$ cat src/rtl/clkdiv_pkg.sv
// ---------------------------------------------------------------------------
// clkdiv_pkg
// Shared definitions for the divided-clock scheduler:
//   - select encodings (which counter tap drives the divided clock)
//   - FSM state type
//   - tap_sel(): picks one of the four top counter bits for a given select
// ---------------------------------------------------------------------------
package clkdiv_pkg;

    // Number of counter MSBs that can be tapped for the divided clock.
    localparam int TAP_BITS = 4;

    localparam logic [1:0] SEL_DIV256 = 2'b00;
    localparam logic [1:0] SEL_DIV128 = 2'b01;
    localparam logic [1:0] SEL_DIV64  = 2'b10;
    localparam logic [1:0] SEL_DIV32  = 2'b11;

    typedef enum logic {
        IDLE      = 1'b0,
        WAIT_WRAP = 1'b1
    } state_t;

    // top holds cnt[CNT_W-1 -: 4]; top[3] is the MSB (slowest tap).
    function automatic logic tap_sel(input logic [TAP_BITS-1:0] top,
                                     input logic [1:0]          sel);
        logic bit_r;
        case (sel)
            SEL_DIV256: bit_r = top[3];
            SEL_DIV128: bit_r = top[2];
            SEL_DIV64:  bit_r = top[1];
            default:    bit_r = top[0];
        endcase
        return bit_r;
    endfunction

endpackage

$ cat src/rtl/clkdiv_sched_rr_arb2.sv
// ---------------------------------------------------------------------------
// rr_arb2
// Two-way round-robin arbiter, purely combinational.
// Ports:
//   req_i        in  2  request vector (bit n = requester n)
//   en_i         in  1  grant enable; no grant is issued while low
//   last_grant_i in  1  index of the requester granted most recently
//   gnt_o        out 2  one-hot grant (all zero when nothing granted)
// ---------------------------------------------------------------------------
module rr_arb2
    import clkdiv_pkg::*;
(
    input  logic [1:0] req_i,
    input  logic       en_i,
    input  logic       last_grant_i,
    output logic [1:0] gnt_o
);

    always_comb begin
        gnt_o = 2'b00;
        if (en_i) begin
            if (req_i == 2'b11) begin
                // Both asking: the one not served last time wins.
                gnt_o = last_grant_i ? 2'b01 : 2'b10;
            end else begin
                gnt_o = req_i;
            end
        end
    end

endmodule

$ cat src/rtl/clkdiv_sched.sv
// ---------------------------------------------------------------------------
// clkdiv_sched
// Free-running divider counter with a selectable tap producing a registered,
// glitch-free divided clock. Two requesters ask for new ratios through a
// round-robin arbiter; an accepted change is held pending and applied only
// at counter wrap (all-ones -> zero), where every tap is low together, so the
// divided clock never shows a runt pulse.
// Ports:
//   clk_i   in  1  system clock
//   rst_i   in  1  asynchronous active-high reset
//   req0_i  in  1  requester 0 ratio-change request (held until acked)
//   sel0_i  in  2  requester 0 target select
//   req1_i  in  1  requester 1 ratio-change request (held until acked)
//   sel1_i  in  2  requester 1 target select
//   ack0_o  out 1  requester 0 accepted (same cycle as the grant)
//   ack1_o  out 1  requester 1 accepted (same cycle as the grant)
//   busy_o  out 1  a change is pending (waiting for wrap)
//   done_o  out 1  one-cycle pulse: newly requested select is in effect
//   sel_o   out 2  select currently driving dclk_o
//   dclk_o  out 1  divided clock (flop output)
// ---------------------------------------------------------------------------
module clkdiv_sched
    import clkdiv_pkg::*;
#(
    parameter int         CNT_W   = 8,
    parameter logic [1:0] RST_SEL = SEL_DIV256
)
(
    input  logic       clk_i,
    input  logic       rst_i,
    input  logic       req0_i,
    input  logic [1:0] sel0_i,
    input  logic       req1_i,
    input  logic [1:0] sel1_i,
    output logic       ack0_o,
    output logic       ack1_o,
    output logic       busy_o,
    output logic       done_o,
    output logic [1:0] sel_o,
    output logic       dclk_o
);

    localparam logic [CNT_W-1:0] CNT_MAX = '1;

    state_t           state_q, state_d;
    logic [CNT_W-1:0] cnt_q,   cnt_d;
    logic [1:0]       sel_q,   sel_d;
    logic [1:0]       pend_q,  pend_d;
    logic             last_q,  last_d;
    logic             dclk_q,  dclk_d;
    logic             done_q,  done_d;

    logic       grant_en;
    logic [1:0] gnt;
    logic [1:0] win_sel;

    // Grants only in IDLE; also masked while reset is asserted so the
    // acks read as zero for the whole reset window, not just after it.
    assign grant_en = (state_q == IDLE) && !rst_i;

    rr_arb2 u_arb (
        .req_i        ({req1_i, req0_i}),
        .en_i         (grant_en),
        .last_grant_i (last_q),
        .gnt_o        (gnt)
    );

    assign win_sel = gnt[1] ? sel1_i : sel0_i;

    always_comb begin
        state_d = state_q;
        sel_d   = sel_q;
        pend_d  = pend_q;
        last_d  = last_q;
        done_d  = 1'b0;
        cnt_d   = cnt_q + CNT_W'(1);

        case (state_q)
            IDLE: begin
                if (gnt != 2'b00) begin
                    pend_d = win_sel;
                    last_d = gnt[1];
                    if (win_sel == sel_q) begin
                        // Nothing to switch; confirm right away.
                        done_d = 1'b1;
                    end else begin
                        // Even when granted at cnt == max, the switch is
                        // only evaluated from WAIT_WRAP, so that wrap is
                        // skipped and the next full wrap is used.
                        state_d = WAIT_WRAP;
                    end
                end
            end
            WAIT_WRAP: begin
                if (cnt_q == CNT_MAX) begin
                    sel_d   = pend_q;
                    done_d  = 1'b1;
                    state_d = IDLE;
                end
            end
            default: state_d = IDLE;
        endcase

        // Tap is taken from next-state counter and select so the flop
        // output lines up with cnt_q; at wrap the new tap starts from 0.
        dclk_d = tap_sel(cnt_d[CNT_W-1 -: TAP_BITS], sel_d);
    end

    always_ff @(posedge clk_i or posedge rst_i) begin
        if (rst_i) begin
            state_q <= IDLE;
            cnt_q   <= '0;
            sel_q   <= RST_SEL;
            pend_q  <= RST_SEL;
            last_q  <= 1'b1;
            dclk_q  <= 1'b0;
            done_q  <= 1'b0;
        end else begin
            state_q <= state_d;
            cnt_q   <= cnt_d;
            sel_q   <= sel_d;
            pend_q  <= pend_d;
            last_q  <= last_d;
            dclk_q  <= dclk_d;
            done_q  <= done_d;
        end
    end

    assign ack0_o = gnt[0];
    assign ack1_o = gnt[1];
    assign busy_o = (state_q == WAIT_WRAP);
    assign done_o = done_q;
    assign sel_o  = sel_q;
    assign dclk_o = dclk_q;

endmodule

$ cat config.mk
export PLATFORM = sky130hd
export DESIGN_NAME = clkdiv_sched
export DESIGN_NICKNAME = d
export VERILOG_FILES = /design/src/rtl/clkdiv_pkg.sv /design/src/rtl/clkdiv_sched_rr_arb2.sv /design/src/rtl/clkdiv_sched.sv
export SDC_FILE = /design/constraint.sdc
export NUM_CORES = 1
export LEC_CHECK = 0
export CAP_MARGIN = 20
export CORE_MARGIN = 2
export CORE_UTILIZATION = 31
export CTS_CLUSTER_DIAMETER = 150
export DETAILED_ROUTE_END_ITERATION = 8
export PLACE_DENSITY = 0.61
export SLEW_MARGIN = 20
export SYNTH_ARGS = -nofsm -noshare
export SYNTH_HDL_FRONTEND = slang
export SYNTH_SLANG_ARGS = --single-unit
$ cat constraint.sdc
create_clock -name clk_i -period 1.75 [get_ports clk_i]
set_input_delay 0.175 -clock clk_i [delete_from_list [all_inputs] [get_ports clk_i]]
set_output_delay 0.175 -clock clk_i [all_outputs]
set_load 0.01 [all_outputs]
==> results.cfg, run 1 <==
[run_status]
outcome = complete, no violations

[final_layout]
drive_above_1_share_pct = 25.0
diodes = 0
multi_input_area_um2 = 365
regArea_um2 = 403
fin_area_um2 = 1090
syn_to_final_growth_pct = 39.5
num-fill-cells = 243
finalNetCount = 114

[die]
coreArea_um2 = 2430
die_w_um = 54.3
num_rows = 18
io_pins = 15
start_util_pct = 32.2
die_area_um2 = 2940
die_height_um = 54.3

[setup_path]
end_kind = flop
crit_fanout = 5
cp.required_ns = 1.97
cp.arrival_ns = 1.88
rr_worst_depth = 5
critPathLaunchType = flop
path_class = reg -> reg

[global_route]
grt.total_usage_pct = 12.2
grt-ovfl-total = 0
grt_max_degree = 17
antenna_found_initial = 0
first_global_vias = 610
grt_pass1_wl_um = 2540

[synth]
netlist_area_um2 = 783
synthTopCellsByArea = dfrtp_1 (48%), mux2i_1 (6.4%), nand2_1 (5.3%)
synth.distinct_cells = 28
synth_top_cell_area_share_pct = 47.9
yosysWarnings = 0
yosysSeqAreaShare_pct = 51.3
synth_seq_cells = 16
synth_top_cell_by_area = dfrtp_1
syn_nets = 83
syn_avg_cell_area_um2 = 10.6
syn_inst = 74

[timing]
worst_pin_slew_ns = 0.291
max_freq_ghz = 0.605
hold_violations = 0
timing.final.crit_share_pct = 94.4
hold_ws_ns = 0.406
clock_skew_ns = 0.00381
slew_viol_final = 0
max_slew_margin_pct = 80.5
period_minus_slack_ns = 1.65
layout_setup_ws_ns = 0.0975
setup_viol = 0

[power]
power_switching_uw = 138
power_frac_comb_pct = 7.2
swShare_pct = 20.7
irDropWorstVdd_uv = 406
pwr-share-seq_pct = 56.8
p_per_area_nw_per_um2 = 608
p_leak_uw = 0.000538
clockPowerShare_pct = 36.0
power.internal_uw = 527

[detailed_routing]
drc_errors = 0
avgViaCountPerCell = 4.66
wl_per_cell_um = 11.9
drtAntennaViolNets = 0
wirelength_um = 1600
first_pass_iters = 4
drtIter0Drc = 6
dr_total_vias = 625

[clock_network]
cts_tree = yes
root_buffer = clkbuf_4
cts.clk_slew.worst_paths_ns = 0.09
cts_sinks = 16
cts_made_buffers = 3
htree_levels = 1
clk_path_buf_depth = 2
clkLatencyLatePin_ns = 0.28

[placement]
numPortBuffers = 14
dp_hpwl_um = 1240
gp_congestion = 0.729
place_area_um2 = 1040
dp_slack_ns = -0.124

[min_path]
hold_class = in -> async

[flow_run]
max-cap-violations = 0
## area by class of cell
type / instances / area share [%]
Sequential cell: 16 / 36.9
Clock buffer: 4 / 3.32
Inverter: 6 / 2.06
Timing Repair Buffer: 26 / 20.8
Tap cell: 30 / 3.44
Multi-Input combinational cell: 52 / 33.4
## cells in the final DEF (no fill, tap or decap), drive strengths merged, types with 2 or more instances in the layout
master	n
nand2b	2
nand4b	2
nor2	4
xnor2	2
dfrtp	15
clkdlybuf4s50	12
nand3	3
xor2	4
nand2	11
dlygate4sd2	2
a21oi	2
clkbuf	4
buf	12
o21ai	3
mux2i	5
nor3	2
inv	6
## cells by family (layout without fill, tap and decap cells)
kind of cell             after synthesis  count (layout)  share of synthesized area [%]
multiplexers                           6               6                           7.83
flip-flops                            16              16                           51.3
XOR/XNOR                               6               6                           6.71
AND/OR/NAND/NOR                       29              29                           19.2
adder cells (fa/ha/maj)                1               1                           1.60
AO/OA/AOI/OAI                         10              10                           10.5
buffers and inverters                  6              36                           2.88
## critical path: stages (launching register included)
cell and delay (ns):
dfstp_2 0.57, a211oi_4 0.09, and3_2 0.24, or3_1 0.32, a21oi_2 0.20, a31o_1 0.17
## power groups by stage
stage,clock (uW),combinational [uW],sequential (uW)
after floorplan,0,17.9,384
final,239,47.9,377
after global placement,0,47.3,384
after CTS,252,48.7,377
after detailed placement,0,48.2,385
after global routing,265,54.0,378
## synth_stat cells, drive strengths merged
library cell / instances
dfrtp: 15
nand2: 11
inv: 6
mux2i: 5
nor2: 4
xor2: 4
nand3: 3
o21ai: 3
a21oi: 2
nand2b: 2
nand4b: 2
nor3: 2
xnor2: 2
a211oi: 1
a21boi: 1
a22oi: 1
a31o: 1
and3: 1
dfstp: 1
ha: 1
mux2: 1
nand3b: 1
nand4: 1
o22ai: 1
or2: 1
or3: 1
## metrics by stage
step                setup TNS [ns]  utilization, %  instances  power [uW]
CTS                              0            44.3        133         678
finish                           0            44.9        134         665
global placement            -0.336            42.6        128         432
detailed placement          -0.481            42.6        128         433
floorplan                        0               -         74         402
global route              -0.00155            44.9        134         697
## routing by layer
layer	GRT usage (%)	wire length, um
met1	14.5	704
met2	19.9	773
met4	7.50	27
met3	2.73	94
met5	0	0
## registers in the layout, summed over array words and instances, names as in the netlist
name / count
sel_o: 2
done_o: 1
dclk_o: 1
cnt_q: 8
last_q: 1
pend_q: 2
busy_o: 1
## final timing paths
check,startpoint,endpoint,slack (ns)
worst max-delay path,last_q$_DFFE_PP1P_,done_o$_DFF_PP0_,0.1
worst min-delay path,rst_i,cnt_q[7]$_DFF_PP0_,0.41
worst max register to register,last_q$_DFFE_PP1P_,done_o$_DFF_PP0_,0.1
worst min register to register,cnt_q[7]$_DFF_PP0_,cnt_q[7]$_DFF_PP0_,0.49
max in group asynchronous,rst_i,last_q$_DFFE_PP1P_,1.10
min in group clk_i,cnt_q[7]$_DFF_PP0_,cnt_q[7]$_DFF_PP0_,0.49
## timing repair
item	in CTS	in global routing
pin swaps	4	4
endpoints found under the setup margin	2	2
gates resized for setup	3	1
hold buffers	0	0
setup buffers	1	2
No activity file was read; power rests on OpenSTA's default activity.
==> inputs of run 2 (changes only) <==
Settings changed: CAP_MARGIN 20 to 30, SYNTH_HIERARCHICAL set to 1.
==> run 2 against run 1 <==
  * Flip-flop and latch count is the same
  * Worst hold slack lost 0.11 ns
  * Non-clock buffer count fell by 5
  * Register-to-register slack barely moved
==> results.cfg, run 2 <==
[run_status]
outcome = complete, no violations

[timing]
timing.final.crit_share_pct = 94.3
clock_skew_ns = 0.00488
hold_ws_ns = 0.299
period_minus_slack_ns = 1.65
setup_viol = 0
setup_tns_ns = 0
max_slew_margin_pct = 58.8
max_freq_ghz = 0.606
hold_violations = 0
rsz0062_at_grt = no
worst_pin_slew_ns = 0.617
slew_viol_final = 0

[final_layout]
top_register = cnt_q
mostFrequentLayoutCells = dfrtp_1 (15), clkdlybuf4s50_1 (12), inv_1 (7), nand2_1 (7), buf_4 (7)
diodes = 0
num-fill-cells = 234
fin_area_um2 = 1050
final_util_pct = 43.4
finalNetCount = 104
largest_register_ffs = 8
syn_to_final_growth_pct = 35.7
final_common_cell = dfrtp_1
drive_above_1_share_pct = 23.4

[power]
p_leak_uw = 0.000493
power_frac_comb_pct = 5.7
p_per_area_nw_per_um2 = 596
clockPowerShare_pct = 33.5
power.internal_uw = 482
power_switching_uw = 142
swShare_pct = 22.7
irDropWorstVdd_uv = 426
pwr-share-seq_pct = 60.8

[clock_network]
clk_path_buf_depth = 2
htree_levels = 1
cts_hold_buf = 0
clkLatencyLatePin_ns = 0.29
cts.clk_slew.worst_paths_ns = 0.10
cts_tree = yes
root_buffer = clkbuf_4
cts_sinks = 16
cts_made_buffers = 3

[global_route]
grt.total_usage_pct = 12.6
antenna_found_initial = 0
first_global_vias = 578
grt_pass1_wl_um = 2590
grt_max_degree = 17
grt-ovfl-total = 0

[min_path]
hold_class = in -> async

[placement]
numPortBuffers = 14
dp_hpwl_um = 1130
place_area_um2 = 992
gp_congestion = 0.748

[die]
coreArea_um2 = 2410
start_util_pct = 32.0
die_height_um = 53.9
die_area_um2 = 2900
num_rows = 18
io_pins = 15
die_w_um = 53.9

[synth]
synth.top_cells.by_count = dfrtp_1 (15), inv_1 (7), nand2_1 (7)
synthFlopType = dfrtp_1
syn_nets = 79
synth_top_cell_area_share_pct = 48.7
yosysSeqAreaShare_pct = 52.1
syn_avg_cell_area_um2 = 11.0
synth-edff-count = 0
yosysMostFrequentCell = dfrtp_1
synth.distinct_cells = 22
synthTopCellsByArea = dfrtp_1 (49%), xor2_1 (6.8%), mux2i_1 (6.5%)
asyncSetResetFlopFracSynth_pct = 100
netlist_area_um2 = 771
synth_top_cell_by_area = dfrtp_1
synth_seq_cells = 16
yosysWarnings = 6
syn_inst = 70

[setup_path]
setup.worst_path.start = cnt_q[1]$_DFF_PP0_
critPathLaunchType = flop
rr_worst_depth = 6
r2r-start = cnt_q[1]$_DFF_PP0_
timing.rr.end = dclk_o$_DFF_PP0_
rrSetupSlack_ns = 0.1
crit_fanout = 3
critPathCapture = dclk_o$_DFF_PP0_
cp.arrival_ns = 1.83
path_class = reg -> reg
end_kind = flop
cp.required_ns = 1.93

[detailed_routing]
drtIter0Drc = 8
dr_total_vias = 568
first_pass_iters = 4
avgViaCountPerCell = 4.58
drtAntennaViolNets = 0
wl_per_cell_um = 12.6
wirelength_um = 1560
drc_errors = 0

[flow_run]
max-cap-violations = 0
## run 2: metal layers
| layer | vias to the layer above | share of wire [%] | global-route usage [%] |
|---|---|---|---|
| li1 | 285 | - | - |
| met1 | 269 | 47 | 16.4 |
| met2 | 14 | 47 | 19.5 |
| met3 | 0 | 6.5 | 5.28 |
| met4 | 0 | 0 | 2.56 |
| met5 | - | 0 | 0 |
## run 2: power groups by stage
stage,clock [uW],sequential [uW],combinational (uW)
floorplan,0,384,12.7
global placement,0,385,33.5
detailed placement,0,385,34.3
CTS,217,378,35.3
global route,230,379,40.7
finish,209,379,35.8
## run 2: how the worst min path moves through the flow
stage,to,slack (ns),from,depth (start not counted)
2_1_floorplan,busy_o$_DFF_PP0_,0.09,rst_i,1
3_3_place_gp,pend_q[0]$_DFFE_PP0P_,0.48,pend_q[0]$_DFFE_PP0P_,2
3_5_place_dp,pend_q[1]$_DFFE_PP0P_,0.50,pend_q[1]$_DFFE_PP0P_,2
4_1_cts,sel_o[1]$_DFF_PP0_,0.31,rst_i,2
5_1_grt,busy_o$_DFF_PP0_,0.37,rst_i,2
6_report,cnt_q[3]$_DFF_PP0_,0.30,rst_i,2
## run 2: what timing repair did
action / in CTS / in global routing
resized for setup: 3 / 3
endpoints found under the setup margin: 2 / 3
buffers inserted: 0 / 1
## run 2: per-stage QoR
step                      power (uW)  instances  worst slack [ns]
after detailed placement         419        119            -0.120
after global placement           418        119           -0.0981
after global routing             650        124           0.00736
after CTS                        630        123            0.0852
final                            623        124            0.0992
after floorplan                  397         70            0.0135
## run 2: logic make-up after synthesis
logic type	synth area share [%]
buffers and inverters	4.06
AND/OR/NAND/NOR	13.8
AO/OA/AOI/OAI	8.60
adder cells (fa/ha/maj)	1.62
flip-flops	52.1
XOR/XNOR	10.1
multiplexers	9.74
## run 2: worst max-delay path, cell delays in order, from the launching register on
cell and delay, ns:
dfrtp_1 0.38, ha_1 0.22, nand4_2 0.16, nor2_4 0.18, buf_4 0.14, mux2_2 0.34, mux2i_1 0.12
## run 2: final cells by class
cell class                 count  area, um2  share of cell area (%)
timing repair buffer          21        190                    18.2
inverter                       7       26.3                    2.51
sequential                    16        402                    38.4
tap                           30       37.5                    3.59
clock buffer                   4       26.3                    2.51
multi-input combinational     46        364                    34.8
==> inputs of run 3 (changes only) <==
Settings changed: PLACE_DENSITY 0.61 to 0.59.
Clock period 1.75 ns to 2.08 ns, I/O delays scaled along.
==> run 3 against run 2 <==
  * Wire length is 6.4% lower
  * Largest cell class unchanged
  * Register-to-register slack better by 0.25 ns
  * Total power is 16% lower
  * Flip-flop and latch count stayed put
  * Worst hold slack better by 0.017 ns
  * Combinational power is 21% lower
==> results.cfg, run 3 (synthesized netlist as in run 2, its figures left out) <==
[run_status]
outcome = complete, no violations

[clock_network]
cts.clk_slew.worst_paths_ns = 0.10
clkLatencyLatePin_ns = 0.29
root_buffer = clkbuf_4
cts_hold_buf = 0
cts_tree = yes
cts_made_buffers = 3
htree_levels = 1
cts_sinks = 16
post_cts_buffers = 0
clk_path_buf_depth = 2

[global_route]
grt_max_degree = 17
grt-ovfl-total = 0
grt.total_usage_pct = 12.1
antenna_found_initial = 0
grt_pass1_wl_um = 2330
first_global_vias = 512

[power]
power.internal_uw = 405
pwr-share-seq_pct = 60.9
swShare_pct = 22.4
power_switching_uw = 117
irDropWorstVdd_uv = 448
total_power_uw = 522
power_frac_comb_pct = 5.4
p_leak_uw = 0.000453
p_per_area_nw_per_um2 = 528
clockPowerShare_pct = 33.7

[die]
die_area_um2 = 2900
start_util_pct = 32.0
die_w_um = 53.9
io_pins = 15
coreArea_um2 = 2410
num_rows = 18
die_height_um = 53.9

[detailed_routing]
dr_total_vias = 570
wirelength_um = 1460
avgViaCountPerCell = 4.79
first_pass_iters = 4
drtIter0Drc = 10
drc_errors = 0
wl_per_cell_um = 12.2
drtAntennaViolNets = 0

[final_layout]
final_common_cell = dfrtp_1
finalNetCount = 99
drive_above_1_share_pct = 16.9
top_register = cnt_q
num-fill-cells = 230
final_util_pct = 41.0
largest_register_ffs = 8
syn_to_final_growth_pct = 28.2
mostFrequentLayoutCells = dfrtp_1 (15), clkdlybuf4s50_1 (14), inv_1 (7), nand2_1 (7)
diodes = 0
finalNonFillerCells = 119

[timing]
period_minus_slack_ns = 1.95
worst_pin_slew_ns = 0.633
hold_violations = 0
setup_tns_ns = 0
rsz0062_at_grt = no
clock_skew_ns = 0.00579
max_freq_ghz = 0.514
max_slew_margin_pct = 57.8
setup_viol = 0
slew_viol_final = 0
timing.final.crit_share_pct = 93.6

[setup_path]
cp.required_ns = 1.87
crit_fanout = 4
cp_slowest_cell = clkdlybuf4s50_1
path_class = reg -> out
worstPathCellList = nor2_1, nand2_1, a21oi_1, clkdlybuf4s50_1
cp.arrival_ns = 1.74
slowest_delay_ns = 0.59
critPathLaunchType = flop
end_kind = output port

[placement]
dp_hpwl_um = 1090
gp_congestion = 0.719
numPortBuffers = 14
place_inst = 115

[flow_run]
max-cap-violations = 0

[min_path]
hold_class = in -> async
==> run 3: path summary, 6_finish.rpt <==
kind | startpoint | to | slack [ns] | depth (start not counted)
hold reg to reg | cnt_q[0]$_DFF_PP0_ | cnt_q[0]$_DFF_PP0_ | 0.48 | 1
setup / recovery | busy_o$_DFF_PP0_ | ack0_o | 0.13 | 4
hold / removal | rst_i | busy_o$_DFF_PP0_ | 0.32 | 2
min in group clk_i | cnt_q[0]$_DFF_PP0_ | cnt_q[0]$_DFF_PP0_ | 0.48 | 1
setup reg to reg | cnt_q[0]$_DFF_PP0_ | dclk_o$_DFF_PP0_ | 0.35 | 6
max in group asynchronous | rst_i | cnt_q[7]$_DFF_PP0_ | 1.35 | 2
==> run 3: what timing repair did <==
action	4_1_cts	5_1_grt
resized for setup	0	1
endpoints found under the setup margin	0	1
hold endpoints to repair	0	0
==> run 3: worst max-delay path: cells and delay by family (launching register included) <==
family / cells / cell delay, ns
AOI/OAI and AO/OA: 1 / 0.24
buffers and inverters: 1 / 0.59
DFF: 1 / 0.39
and+or+nand+nor: 2 / 0.22
==> run 3: metal layers <==
metal / global-route usage, % / up-vias / share of wire [%]
met5: 0 / - / 0
met3: 5.83 / 5 / 8.6
met1: 14.5 / 273 / 46
met4: 6.41 / 0 / 2.0
met2: 17.9 / 18 / 44
li1: - / 274 / -
==> run 3: layout make-up <==
cell class	instances	area [um2]	area share [%]
inverters	7	26.3	2.66
clock buffers	4	26.3	2.66
well taps	30	37.5	3.80
flip-flops and latches	16	402	40.6
repair buffers	16	155	15.7
multi-input cells	46	342	34.6
==> run 3: per-stage QoR <==
stage	hold slack [ns]	area, um2	worst slack, ns
6_report	0.316	988	0.134
5_1_grt	0.379	988	0.00555
4_1_cts	0.336	985	0.0383
3_5_place_dp	0.468	958	0.128
3_3_place_gp	0.470	958	0.158
2_1_floorplan	0.121	771	0.256
==> run 3: power groups by stage <==
stage	Clock [uW]	Sequential [uW]	Combinational, uW
6_report	176	318	28.4
5_1_grt	198	318	31.8
4_1_cts	182	317	29.0
3_5_place_dp	0	323	28.3
3_3_place_gp	0	323	28.1
2_1_floorplan	0	323	10.7
